File: config.mk
export PLATFORM = sky130hd
export DESIGN_NAME = cdb_arbiter
export DESIGN_NICKNAME = d
export VERILOG_FILES = /design/src/rtl/cdb_pkg.sv /design/src/rtl/cdb_rr_arbiter.sv /design/src/rtl/cdb_arbiter.sv
export SDC_FILE = /design/constraint.sdc
export NUM_CORES = 1
export LEC_CHECK = 0
export CORE_ASPECT_RATIO = 1.25
export CORE_UTILIZATION = 60
export CTS_CLUSTER_SIZE = 12
export DETAILED_ROUTE_END_ITERATION = 10
export DONT_BUFFER_PORTS = 1
export GPL_ROUTABILITY_DRIVEN = 0
export PLACE_DENSITY = 0.81
export SYNTH_ARGS = -nofsm -noshare
export SYNTH_HDL_FRONTEND = slang
export SYNTH_SLANG_ARGS = --single-unit
File: constraint.sdc
create_clock -name clock -period 3.3 [get_ports clock]
set_clock_uncertainty 0.15 [all_clocks]
set_input_delay 0.495 -clock clock [delete_from_list [all_inputs] [get_ports clock]]
set_output_delay 0.495 -clock clock [all_outputs]
set_load 0.005 [all_outputs]
File: src/rtl/cdb_pkg.sv
`default_nettype none
// ============================================================================
//  Module      : cdb_pkg
//  Description : Shared definitions for the Common Data Bus producer:
//                opcode encodings, functional-unit indices, the broadcast
//                message record and a small round-robin index helper.
//  Revision    : 1.0  initial release
// ============================================================================
package cdb_pkg;

  // Opcode encodings used by the issue stage
  localparam logic [3:0] OP_ADD = 4'b0000;
  localparam logic [3:0] OP_SUB = 4'b0001;
  localparam logic [3:0] OP_LD  = 4'b0010;
  localparam logic [3:0] OP_SD  = 4'b0011;
  localparam logic [3:0] OP_MUL = 4'b0100;

  // Functional-unit result port indices (lower index = higher fixed priority)
  localparam int FU_ADD  = 0;
  localparam int FU_MUL  = 1;
  localparam int FU_LDST = 2;

  // Default bus geometry
  localparam int CDB_TAG_W  = 3;
  localparam int CDB_REG_W  = 3;
  localparam int CDB_DATA_W = 16;

  // One broadcast / one holding-slot payload
  typedef struct packed {
    logic [CDB_TAG_W-1:0]  tag;
    logic [CDB_REG_W-1:0]  dest;
    logic [CDB_DATA_W-1:0] data;
    logic                  wr;
  } cdb_msg_t;

  // Index following idx in a ring of n entries
  function automatic int nextIdx(input int idx, input int n);
    return (idx + 1 >= n) ? 0 : idx + 1;
  endfunction

endpackage : cdb_pkg
`default_nettype wire

File: src/rtl/cdb_rr_arbiter.sv
`default_nettype none
// ============================================================================
//  Module      : cdb_rr_arbiter
//  Description : One-hot grant generator for the CDB. Default build is
//                round-robin: the search starts at r_ptr, which holds the
//                index just after the most recently granted unit.
//                With CDB_FIXED_PRIO_EN defined the pointer is removed and
//                the lowest requesting index always wins.
//  Ports       : clock, reset_n  - clock / async active-low reset
//                req[N_FU]       - per-unit request (slot full, not flushing)
//                grantTaken      - a grant is being consumed this cycle
//                grant[N_FU]     - one-hot grant, combinational on req
//  Revision    : 1.0  initial release
// ============================================================================
module cdb_rr_arbiter
  import cdb_pkg::*;
#(
  parameter int N_FU = 3
) (
  input  logic            clock,
  input  logic            reset_n,
  input  logic [N_FU-1:0] req,
  input  logic            grantTaken,
  output logic [N_FU-1:0] grant
);

`ifdef CDB_FIXED_PRIO_EN

  // Scan from the top down so the lowest requesting index is left standing
  always_comb begin
    grant = '0;
    for (int i = N_FU - 1; i >= 0; i--) begin
      if (req[i]) begin
        grant    = '0;
        grant[i] = 1'b1;
      end
    end
  end

  logic w_unusedPorts;
  assign w_unusedPorts = clock ^ reset_n ^ grantTaken;

`else

  localparam int PTR_W = (N_FU > 1) ? $clog2(N_FU) : 1;

  logic [PTR_W-1:0] r_ptr;
  logic [PTR_W-1:0] w_grantIdx;
  logic             w_found;

  // Walk the ring starting at r_ptr; first requester wins
  always_comb begin
    grant      = '0;
    w_grantIdx = '0;
    w_found    = 1'b0;
    for (int k = 0; k < N_FU; k++) begin
      if (!w_found && req[(int'(r_ptr) + k) % N_FU]) begin
        w_found                           = 1'b1;
        grant[(int'(r_ptr) + k) % N_FU]   = 1'b1;
        w_grantIdx                        = PTR_W'((int'(r_ptr) + k) % N_FU);
      end
    end
  end

  // Pointer only moves when a grant is actually consumed
  always_ff @(posedge clock or negedge reset_n) begin
    if (!reset_n) begin
      r_ptr <= '0;
    end else if (grantTaken) begin
      r_ptr <= PTR_W'(nextIdx(int'(w_grantIdx), N_FU));
    end
  end

`endif

endmodule : cdb_rr_arbiter
`default_nettype wire

File: src/rtl/cdb_arbiter.sv
`default_nettype none
// ============================================================================
//  Module      : cdb_arbiter
//  Description : Producer end of the Common Data Bus. Each functional unit
//                owns one holding slot; one full slot is granted per cycle
//                and broadcast through a registered output stage. The bus
//                has no backpressure.
//  Config      : CDB_FIXED_PRIO_EN - fixed priority (lowest index wins)
//                instead of the default round-robin.
//  Ports       : clock, reset_n, flush
//                fu_valid/fu_ready/fu_tag/fu_dest/fu_data/fu_wr - unit side
//                cdb_valid/cdb_tag/cdb_dest/cdb_data/cdb_wr_en/cdb_src - bus
//  Revision    : 1.0  initial release
// ============================================================================
module cdb_arbiter
  import cdb_pkg::*;
#(
  parameter int N_FU   = 3,
  parameter int DATA_W = 16,
  parameter int TAG_W  = 3,
  parameter int REG_W  = 3
) (
  input  logic                     clock,
  input  logic                     reset_n,
  input  logic                     flush,
  input  logic [N_FU-1:0]          fu_valid,
  output logic [N_FU-1:0]          fu_ready,
  input  logic [N_FU*TAG_W-1:0]    fu_tag,
  input  logic [N_FU*REG_W-1:0]    fu_dest,
  input  logic [N_FU*DATA_W-1:0]   fu_data,
  input  logic [N_FU-1:0]          fu_wr,
  output logic                     cdb_valid,
  output logic [TAG_W-1:0]         cdb_tag,
  output logic [REG_W-1:0]         cdb_dest,
  output logic [DATA_W-1:0]        cdb_data,
  output logic                     cdb_wr_en,
  output logic [N_FU-1:0]          cdb_src
);

  // Holding slots
  logic [N_FU-1:0]   r_full;
  logic [TAG_W-1:0]  r_slotTag  [N_FU];
  logic [REG_W-1:0]  r_slotDest [N_FU];
  logic [DATA_W-1:0] r_slotData [N_FU];
  logic [N_FU-1:0]   r_slotWr;

  // Broadcast registers
  logic              r_cdbValid;
  logic [TAG_W-1:0]  r_cdbTag;
  logic [REG_W-1:0]  r_cdbDest;
  logic [DATA_W-1:0] r_cdbData;
  logic              r_cdbWrEn;
  logic [N_FU-1:0]   r_cdbSrc;

  logic [N_FU-1:0]   w_req;
  logic [N_FU-1:0]   w_grant;
  logic [N_FU-1:0]   w_ready;
  logic [N_FU-1:0]   w_accept;
  logic [TAG_W-1:0]  w_selTag;
  logic [REG_W-1:0]  w_selDest;
  logic [DATA_W-1:0] w_selData;
  logic              w_selWr;

  // A flushing cycle must neither grant nor accept, so requests are masked
  assign w_req = flush ? '0 : r_full;

  cdb_rr_arbiter #(
    .N_FU       (N_FU)
  ) u_arb (
    .clock      (clock),
    .reset_n    (reset_n),
    .req        (w_req),
    .grantTaken (|w_grant),
    .grant      (w_grant)
  );

  // A granted slot empties at the same edge, so it can refill without a bubble
  assign w_ready  = flush ? '0 : (~r_full | w_grant);
  assign w_accept = fu_valid & w_ready;
  assign fu_ready = w_ready;

  // Payload of the granted slot (grant is one-hot)
  always_comb begin
    w_selTag  = '0;
    w_selDest = '0;
    w_selData = '0;
    w_selWr   = 1'b0;
    for (int i = 0; i < N_FU; i++) begin
      if (w_grant[i]) begin
        w_selTag  = r_slotTag[i];
        w_selDest = r_slotDest[i];
        w_selData = r_slotData[i];
        w_selWr   = r_slotWr[i];
      end
    end
  end

  // Slot storage: accept has precedence over grant-clear, which is what
  // keeps the old result broadcasting while the new one is captured.
  always_ff @(posedge clock or negedge reset_n) begin
    if (!reset_n) begin
      r_full   <= '0;
      r_slotWr <= '0;
      for (int i = 0; i < N_FU; i++) begin
        r_slotTag[i]  <= '0;
        r_slotDest[i] <= '0;
        r_slotData[i] <= '0;
      end
    end else if (flush) begin
      r_full <= '0;
    end else begin
      for (int i = 0; i < N_FU; i++) begin
        if (w_accept[i]) begin
          r_full[i]     <= 1'b1;
          r_slotTag[i]  <= fu_tag[i*TAG_W +: TAG_W];
          r_slotDest[i] <= fu_dest[i*REG_W +: REG_W];
          r_slotData[i] <= fu_data[i*DATA_W +: DATA_W];
          r_slotWr[i]   <= fu_wr[i];
        end else if (w_grant[i]) begin
          r_full[i] <= 1'b0;
        end
      end
    end
  end

  // Output stage: tag/dest/data hold their last value on idle cycles
  always_ff @(posedge clock or negedge reset_n) begin
    if (!reset_n) begin
      r_cdbValid <= 1'b0;
      r_cdbWrEn  <= 1'b0;
      r_cdbTag   <= '0;
      r_cdbDest  <= '0;
      r_cdbData  <= '0;
      r_cdbSrc   <= '0;
    end else begin
      r_cdbValid <= |w_grant;
      r_cdbWrEn  <= (|w_grant) & w_selWr;
      r_cdbSrc   <= w_grant;
      if (|w_grant) begin
        r_cdbTag  <= w_selTag;
        r_cdbDest <= w_selDest;
        r_cdbData <= w_selData;
      end
    end
  end

  assign cdb_valid = r_cdbValid;
  assign cdb_tag   = r_cdbTag;
  assign cdb_dest  = r_cdbDest;
  assign cdb_data  = r_cdbData;
  assign cdb_wr_en = r_cdbWrEn;
  assign cdb_src   = r_cdbSrc;

endmodule : cdb_arbiter
`default_nettype wire
==> flow_metrics.env, run 1 <==
export IMPL_layout_min_cycle_time_ns=3.15
export IMPL_max_slew_margin_pct=66.0
export IMPL_worstSetupEndpointType="output port"
export IMPL_yosysWarnings=0
export IMPL_via_per_inst=6.35
export IMPL_synth_top_cells_by_area="dfrtp_1 56%, mux2_2 13%, mux2_4 6.9%, a221oi_1 4.4%, o2bb2ai_1 4.2%"
export IMPL_wirelength_um=9410
export IMPL_synth_top_area_share_pct=55.5
export IMPL_cp_arrival_ns=2.50
export IMPL_critPathRequiredTime_ns=2.65
export IMPL_cts_setup_buffers=0
export IMPL_io_buffers=0
export IMPL_cts_root_buf="clkbuf_8"
export IMPL_dp_hpwl_um=6430
export IMPL_critPathMaxFanout=13
export IMPL_finalSetupTns_ns=0
export IMPL_avgSynthCellArea_um2=13.7
export IMPL_setup_viol=0
export IMPL_p_leak_nw=2.06
export IMPL_grt_use_total_pct=25.4
export IMPL_ir_worst_vdd_mv=0.485
export IMPL_holdWs_ns=0.0420
export IMPL_htreeDepth=3
export IMPL_crit_chain="inv_1, ha_1, buf_4, nand2b_1, a311o_1, nand3_1, a21oi_2, buf_4, nor2_1, nor2_1"
export IMPL_clk_latency_ns=0.36
export IMPL_critPathSlowestCell="dfrtp_1"
export IMPL_crit_family="simple AND/OR/NAND/NOR gates"
export IMPL_path_class="reg2out"
export IMPL_maxSlewViolCount=0
export IMPL_core_area_um2=7360
export IMPL_crit_path_max_incr_delay_ns=0.41
export IMPL_grt_max_degree=102
export IMPL_startpoint_type="flop"
export IMPL_vias=2736
export IMPL_drv_cap=0
export IMPL_final_nets=413
export IMPL_drive_above_1_share_pct=34.2
export IMPL_fin_util_pct=66.5
export IMPL_final_common_cell="dfrtp_1"
export IMPL_firstDrtPassIters=4
export IMPL_ys_async_sr_fraction_pct=100
export IMPL_drt_iter0_markers=154
export IMPL_cts_sinks=101
export IMPL_post_route_period_util_pct=95.4
export IMPL_rows=35
export IMPL_die_w_um=79.9
export IMPL_synth_cell_types=45
export IMPL_path_clk_slew_ns=0.10
export IMPL_synth_area_um2=4550
export IMPL_numCtsBuffers=9
export IMPL_max_freq_ghz=0.317
export IMPL_grt_pass1_wl_um=14900
export IMPL_power_density_nw_per_um2=820
export IMPL_synthCells=331
export IMPL_cts_tree="done"
export IMPL_synth_nets=410
export IMPL_ioPinCount=105
export IMPL_ys_ff_latch=101
export IMPL_ys_flop_type="dfrtp_1"
export IMPL_outcome="completed"
export IMPL_overflow=0
export IMPL_finalInstanceArea_um2=4890
export IMPL_yosysSeqAreaShare_pct=55.5
export IMPL_antenna_cells=0
export IMPL_rsz0062_at_grt="true"
export IMPL_fin_cells=431
export IMPL_synth_largest_area_cell="dfrtp_1"
export IMPL_wl_per_cell_um=21.8
export IMPL_area_growth_pct=7.56
export IMPL_crit_buf_inv=3
export IMPL_initial_core_util_pct=61.9
export IMPL_dpl_cell_area_um2=4660
export IMPL_ant_nets=0
export IMPL_placed_cells=413
export IMPL_synth_edff_count=0
export IMPL_die_area_um2=7940
export IMPL_antenna_found_initial=0
export IMPL_grt_pass1_vias=2822
export IMPL_rrSetupSlack_ns=0.21
export IMPL_hold_violations=0
export IMPL_drc=0
export IMPL_dieHeight_um=99.4
export IMPL_hold_path_class="in2reg"
export IMPL_worst_pin_slew_ns=0.509
export IMPL_layout_common_cells="101 x dfrtp_1, 51 x mux2_2, 30 x nor2_1, 23 x a221oi_1, 22 x o2bb2ai_1"
export IMPL_max_clock_path_buffers=2
## registers in the layout, summed over array words and instances (netlist names)
name	count
cdb_data	16
cdb_dest	3
cdb_src	3
cdb_tag	3
cdb_valid	1
cdb_wr_en	1
r_full	3
r_slotData	48
r_slotDest	9
r_slotTag	9
r_slotWr	3
u_arb.r_ptr	2
## final timing paths
check,start,endpoint,cells past startpoint
min in group asynchronous,reset_n,cdb_dest[2],2
hold / removal,flush,r_full[1],1
max in group asynchronous,reset_n,r_slotData[29],2
setup reg to reg,u_arb.r_ptr[1],cdb_dest[0],10
setup / recovery,u_arb.r_ptr[1],fu_ready[0],10
hold reg to reg,r_slotWr[2],cdb_wr_en,2
## report_power, final
part           leakage [nW]  switching, W  internal, W
logic                 0.770      0.000674     0.000688
clock network        0.0894      0.000445     0.000288
registers              1.20      0.000271      0.00165
total                  2.06       0.00139      0.00263
## worst register-to-register path, cell delays in order (launching register included)
cell	delay (ns)
dfrtp_1	0.43
inv_1	0.10
ha_1	0.19
mux2_4	0.32
mux2_2	0.28
a32oi_1	0.21
o22a_1	0.34
inv_2	0.29
nor3_4	0.26
buf_4	0.29
o2bb2ai_1	0.15
## logic make-up after synthesis
logic type                 Yosys count  share of synthesized area [%]
AOI/OAI and AO/OA                   74                           14.0
and+or+nand+nor                     46                           5.00
buffers and inverters               31                           4.12
adders and majority gates            4                           1.10
DFF                                101                           55.5
muxes                               75                           20.2
## cells in the mapped netlist, types with 2 or more instances
cell	count
mux2i_1	2
o2bb2ai_1	22
nand2b_1	4
o21ai_0	2
a22oi_1	2
buf_2	12
nor2_1	30
ha_1	4
a31oi_1	2
clkbuf_1	4
o21ai_1	2
dfrtp_1	101
a21oi_2	2
a221oi_1	23
mux2_4	21
mux2_2	51
inv_1	6
o21a_1	3
buf_6	7
a21oi_1	5
nand2_1	2
## per-stage QoR
step | total power, W | setup slack (ns)
4_1_cts | 0.00402 | 0.101
3_5_place_dp | 0.00326 | 0.239
5_1_grt | 0.00425 | -0.0120
3_3_place_gp | 0.00320 | 0.334
2_1_floorplan | 0.00294 | 0.559
6_report | 0.00402 | 0.150
## repair_timing
action | 4_1_cts | 5_1_grt
hold buffers | 2 | 0
hold endpoints to repair | 101 | 0
gates resized for setup | 0 | 3
endpoints found under the setup margin | 0 | 15
## layout make-up
cell class              count  area, µm²
fillers                   538       2460
inverters                   7       26.3
multi-input cells         199       1860
repair buffers             16        180
clock buffers              10        128
flip-flops and latches    101       2530
clock inverters             6       53.8
well taps                  92        115
## routing by layer
layer	track usage [%]	share of wire (%)	wire, µm
met5	0	0	0
met4	8.24	1.8	167
met3	7.89	6.7	626
met2	41.2	51	4770
met1	32.4	41	3850
No activity file was read; power rests on OpenSTA's default activity.
==> inputs of run 2 (changes only) <==
--- a/config.mk
+++ b/config.mk
@@ -11,7 +11,9 @@
 export DETAILED_ROUTE_END_ITERATION = 10
 export DONT_BUFFER_PORTS = 1
 export GPL_ROUTABILITY_DRIVEN = 0
-export PLACE_DENSITY = 0.81
+export MAX_ROUTING_LAYER = met4
+export PLACE_DENSITY = 0.76
 export SYNTH_ARGS = -nofsm -noshare
 export SYNTH_HDL_FRONTEND = slang
 export SYNTH_SLANG_ARGS = --single-unit
+export TNS_END_PERCENT = 100
==> flow_metrics.env, run 2 (same netlist as run 1, synthesis figures left out) <==
export IMPL_outcome="completed"
export IMPL_antenna_found_initial=0
export IMPL_power_density_nw_per_um2=830
export IMPL_busiest_layer="met2"
export IMPL_dieHeight_um=99.4
export IMPL_largest_register_ffs=48
export IMPL_ant_nets=0
export IMPL_htreeDepth=3
export IMPL_critPathRequiredTime_ns=2.65
export IMPL_cts_sinks=101
export IMPL_layout_common_cells="101 x dfrtp_1, 51 x mux2_2, 30 x nor2_1, 23 x a221oi_1, 22 x o2bb2ai_1"
export IMPL_final_nets=416
export IMPL_die_area_um2=7940
export IMPL_drc=0
export IMPL_grt_pass1_wl_um=15100
export IMPL_final_common_cell="dfrtp_1"
export IMPL_wl_per_cell_um=22.9
export IMPL_grt_use_met1_pct=31.1
export IMPL_antenna_cells=0
export IMPL_io_buffers=0
export IMPL_use_met3_pct=5.32
export IMPL_hold_path_class="in2reg"
export IMPL_worst_pin_slew_ns=0.825
export IMPL_drive_above_1_share_pct=35.1
export IMPL_finalSetupTns_ns=0
export IMPL_clk_latency_ns=0.37
export IMPL_cts_root_buf="clkbuf_8"
export IMPL_firstDrtPassIters=4
export IMPL_report_power_total_w=0.00409
export IMPL_rsz0062_at_grt="true"
export IMPL_area_growth_pct=8.17
export IMPL_dp_hpwl_um=6540
export IMPL_die_w_um=79.9
export IMPL_max_slew_margin_pct=44.7
export IMPL_post_route_period_util_pct=98.7
export IMPL_core_area_um2=7360
export IMPL_hold_violations=0
export IMPL_maxSlewViolCount=0
export IMPL_grt_pass1_vias=2938
export IMPL_rows=35
export IMPL_path_class="reg2out"
export IMPL_cp_arrival_ns=2.61
export IMPL_overflow=0
export IMPL_wirelength_um=9940
export IMPL_layout_min_cycle_time_ns=3.26
export IMPL_grt_use_total_pct=26.7
export IMPL_p_leak_nw=2.08
export IMPL_worstSetupEndpointType="output port"
export IMPL_ir_worst_vdd_mv=0.402
export IMPL_numCtsBuffers=9
export IMPL_initial_core_util_pct=61.9
export IMPL_max_clock_path_buffers=2
export IMPL_gr_usage_met2_pct=44.1
export IMPL_grt_max_degree=102
export IMPL_max_freq_ghz=0.307
export IMPL_largest_register="r_slotData"
export IMPL_drt_iter0_markers=234
export IMPL_startpoint_type="flop"
export IMPL_path_clk_slew_ns=0.10
export IMPL_setup_viol=0
export IMPL_critPathMaxFanout=13
export IMPL_ioPinCount=105
export IMPL_cts_tree="done"
export IMPL_drv_cap=0
export IMPL_vias=2839
export IMPL_via_per_inst=6.54
==> run 2: critical path, cell delays in order (launching register included) <==
cell and delay [ns]:
dfrtp_1 0.43, inv_1 0.09, ha_1 0.19, buf_4 0.20, nor4bb_1 0.30, a311o_1 0.24, nand3_1 0.23, a21oi_4 0.26
buf_4 0.15, nor2_1 0.04, nor2_1 0.12
==> run 2: per-stage QoR <==
stage	hold slack [ns]	instances	cell area, µm²	worst slack (ns)	util [%]
after floorplan	0.0494	331	4550	0.559	-
after global placement	0.0521	414	4650	0.150	63.2
after detailed placement	0.0520	414	4650	0.0377	63.2
after CTS	0.0147	432	4870	0.0101	66.3
after global routing	0.0176	434	4920	-0.0943	66.9
final	0.0319	434	4920	0.0417	66.9
==> run 2: timing repair <==
item | 4_1_cts | 5_1_grt
setup endpoints to repair | 0 | 40
endpoints found under the hold margin | 101 | 0
hold buffers | 2 | 0
setup buffers | 0 | 1
resized for setup | 0 | 5
==> run 2: final cells by class <==
type                       count  area, µm²
inverter                       7       26.3
clock buffer                  10        138
multi-input combinational    200       1880
timing repair buffer          18        183
fill                         519       2430
tap                           92        115
clock inverter                 6       51.3
sequential                   101       2530
==> run 2: report_power, final <==
part	total [W]	leakage, nW	switching, W	internal [W]
logic	0.00139	0.780	0.000694	0.000699
registers	0.00193	1.20	0.000284	0.00165
clock network	0.000761	0.0996	0.000451	0.000309
total	0.00409	2.08	0.00143	0.00266
==> run 2: path summary, 6_finish.rpt <==
| check | cells after the start | endpoint | slack [ns] | start |
|---|---|---|---|---|
| min in group asynchronous | 2 | r_slotData[8] | 0.57 | reset_n |
| max in group asynchronous | 2 | r_slotData[47] | 2.02 | reset_n |
| hold reg to reg | 2 | cdb_wr_en | 0.35 | r_slotWr[2] |
| hold / removal | 1 | r_full[1] | 0.03 | flush |
| setup / recovery | 10 | fu_ready[0] | 0.04 | u_arb.r_ptr[1] |
| setup reg to reg | 10 | r_slotTag[4] | 0.09 | u_arb.r_ptr[1] |
==> run 2: routing by layer <==
layer	part of all wire (%)	wire length (µm)
met5	0	0
met4	2.7	269
met3	6.0	596
met2	51	5070
met1	40	4000
==> inputs of run 3 (changes only) <==
--- a/config.mk
+++ b/config.mk
@@ -5,8 +5,9 @@
 export SDC_FILE = /design/constraint.sdc
 export NUM_CORES = 1
 export LEC_CHECK = 0
-export CORE_ASPECT_RATIO = 1.25
+export CORE_ASPECT_RATIO = 1.75
 export CORE_UTILIZATION = 60
+export CTS_BUF_LIST = sky130_fd_sc_hd__clkbuf_16
 export CTS_CLUSTER_SIZE = 12
 export DETAILED_ROUTE_END_ITERATION = 10
 export DONT_BUFFER_PORTS = 1
==> constraint.sdc (replaced) <==
create_clock -name clock -period 3.2 [get_ports clock]
set_clock_uncertainty 0.15 [all_clocks]
set_input_delay 0.48 -clock clock [delete_from_list [all_inputs] [get_ports clock]]
set_output_delay 0.48 -clock clock [all_outputs]
set_load 0.005 [all_outputs]
==> flow_metrics.env, run 3 (same netlist as run 1, synthesis figures left out) <==
export IMPL_outcome="completed"
export IMPL_path_clk_slew_ns=0.06
export IMPL_r2r_end="r_slotData[32]"
export IMPL_hold_violations=0
export IMPL_crit_cells=8
export IMPL_setup_slack_ns=0.128
export IMPL_final_nets=412
export IMPL_grt_use_total_pct=27.9
export IMPL_htreeDepth=3
export IMPL_area_growth_pct=8.83
export IMPL_placed_cells=405
export IMPL_rows=41
export IMPL_max_clock_path_buffers=2
export IMPL_vias=2780
export IMPL_numCtsBuffers=9
export IMPL_worstSetupEndpointType="output port"
export IMPL_crit_chain="inv_1, ha_2, nor4bb_1, a311o_1, nand3_1, a21oi_4, nor2_1, nor2_1"
export IMPL_firstDrtPassIters=4
export IMPL_initial_core_util_pct=62.5
export IMPL_nFillCells=533
export IMPL_cts_sinks=101
export IMPL_clk_latency_ns=0.33
export IMPL_dieHeight_um=117
export IMPL_place_ws_ns=0.117
export IMPL_largest_register_ffs=48
export IMPL_p_seq_share_pct=45.4
export IMPL_critical_path_startpoint="u_arb.r_ptr[0]"
export IMPL_wl_per_cell_um=23.5
export IMPL_cts_root_buf="clkbuf_16"
export IMPL_worst_pin_slew_ns=0.608
export IMPL_overflow=0
export IMPL_core_area_um2=7280
export IMPL_hold_path_class="in2reg"
export IMPL_p_leak_nw=2.09
export IMPL_ant_nets=0
export IMPL_ioPinCount=105
export IMPL_largest_register="r_slotData"
export IMPL_reg2regPathDepth=8
export IMPL_drt_iter0_markers=274
export IMPL_crit_path_max_incr_delay_ns=0.44
export IMPL_pwr_share_clk_pct=22.9
export IMPL_layout_common_cells="100 x dfrtp_1, 51 x mux2_2, 30 x nor2_1, 23 x a221oi_1, 22 x o2bb2ai_1"
export IMPL_setup_viol=0
export IMPL_io_buffers=0
export IMPL_dp_hpwl_um=6820
export IMPL_endpoint="fu_ready[0]"
export IMPL_post_route_period_util_pct=96.0
export IMPL_fin_cells=420
export IMPL_reg2reg_from="u_arb.r_ptr[0]"
export IMPL_critPathSlowestCell="dfrtp_2"
export IMPL_drc=0
export IMPL_ir_worst_vdd_mv=0.605
export IMPL_final_common_cell="dfrtp_1"
export IMPL_cp_arrival_ns=2.44
export IMPL_via_per_inst=6.62
export IMPL_holdWs_ns=0.0498
export IMPL_drive_above_1_share_pct=33.8
export IMPL_grt_pass1_wl_um=15300
export IMPL_crit_family="simple AND/OR/NAND/NOR gates"
export IMPL_p_switching_w=0.00142
export IMPL_comb_power_share_pct=31.8
export IMPL_startpoint_type="flop"
export IMPL_die_area_um2=7950
export IMPL_critPathMaxFanout=11
export IMPL_antenna_found_initial=0
export IMPL_power_density_nw_per_um2=892
export IMPL_layout_min_cycle_time_ns=3.07
export IMPL_die_w_um=67.8
export IMPL_crit_buf_inv=1
export IMPL_cts_tree="done"
export IMPL_worst_path_most_repeated_cell="nor2_1"
export IMPL_regArea_um2=2530
export IMPL_max_freq_ghz=0.326
export IMPL_hold_start="flush"
export IMPL_critPathRequiredTime_ns=2.57
export IMPL_rsz0062_at_grt="false"
export IMPL_maxSlewViolCount=0
export IMPL_grt_max_degree=102
export IMPL_path_class="reg2out"
export IMPL_p_int_w=0.00300
export IMPL_rrSetupSlack_ns=0.20
export IMPL_grt_pass1_vias=2888
export IMPL_drv_cap=0
export IMPL_multi_input_area_um2=1870
export IMPL_max_slew_margin_pct=59.5
export IMPL_wirelength_um=9860
export IMPL_antenna_cells=0
export IMPL_swShare_pct=32.1
export IMPL_finalSetupTns_ns=0
[run 3: changes by cell type in the layout (fill, tap and decap cells not counted), moves of 2 or more]
cell | before | now
clkbuf_8 | 10 | 0
inv_6 | 3 | 0
nor3_2 | 2 | 0
buf_4 | 14 | 11
clkbuf_16 | 0 | 9
[run 3: power by group through the flow]
| stage | clock (W) | combinational (W) | sequential (W) |
|---|---|---|---|
| after CTS | 0.00103 | 0.00139 | 0.00200 |
| after floorplan | 0 | 0.00112 | 0.00191 |
| final | 0.00101 | 0.00140 | 0.00200 |
| after global routing | 0.00108 | 0.00153 | 0.00205 |
| after global placement | 0 | 0.00129 | 0.00200 |
| after detailed placement | 0 | 0.00135 | 0.00201 |
[run 3: worst reg2reg max path: stages, from the launching register on]
cell and delay [ns]:
dfrtp_2 0.44, inv_1 0.10, ha_2 0.34, nor4bb_1 0.29, a311o_1 0.21, nand3_1 0.20, a21oi_4 0.26, o211a_4 0.49
mux2_2 0.41
[run 3: how the worst min path moves through the flow]
stage                  end  slack [ns]  cells after the start
5_1_grt          r_full[2]        0.04                      1
6_report         r_full[1]        0.05                      1
2_1_floorplan  cdb_data[0]        0.03                      0
3_3_place_gp     r_full[1]        0.04                      0
3_5_place_dp     r_full[1]        0.04                      0
4_1_cts          r_full[1]        0.04                      1
[run 3: layout make-up]
type                            instances  share of cell area, %
Multi-Input combinational cell        199                   37.8
Sequential cell                       101                   51.1
Timing Repair Buffer                   15                   3.06
Clock inverter                          3                  0.834
Clock buffer                            9                   4.55
Tap cell                               86                   2.17
Inverter                                7                  0.531
[run 3: metrics by stage]
stage | cell area, µm² | util, % | power [W]
finish | 4950 | 68.0 | 0.00442
detailed placement | 4610 | 63.2 | 0.00336
floorplan | 4550 | - | 0.00303
CTS | 4910 | 67.5 | 0.00442
global placement | 4610 | 63.2 | 0.00330
global route | 4950 | 68.0 | 0.00467
[run 3: metal layers]
layer  part of all wire [%]  wire (µm)  global-route usage (%)  vias to the layer above
li1                       -          -                       -                     1231
met1                     35       3490                    31.2                     1414
met2                     55       5430                    46.3                      111
met3                    6.1        597                    5.91                       24
met4                    3.5        344                    13.6                        0
met5                      0          0                       -                        -
[run 3: what timing repair did]
| action | in CTS | in global routing |
|---|---|---|
| endpoints found under the setup margin | 1 | 46 |
| hold buffers | 2 | 0 |
| pin swaps | 0 | 3 |
| setup buffers | 0 | 1 |
| gates cloned | 0 | 0 |
| resized for setup | 2 | 6 |
| hold endpoints to repair | 101 | 0 |
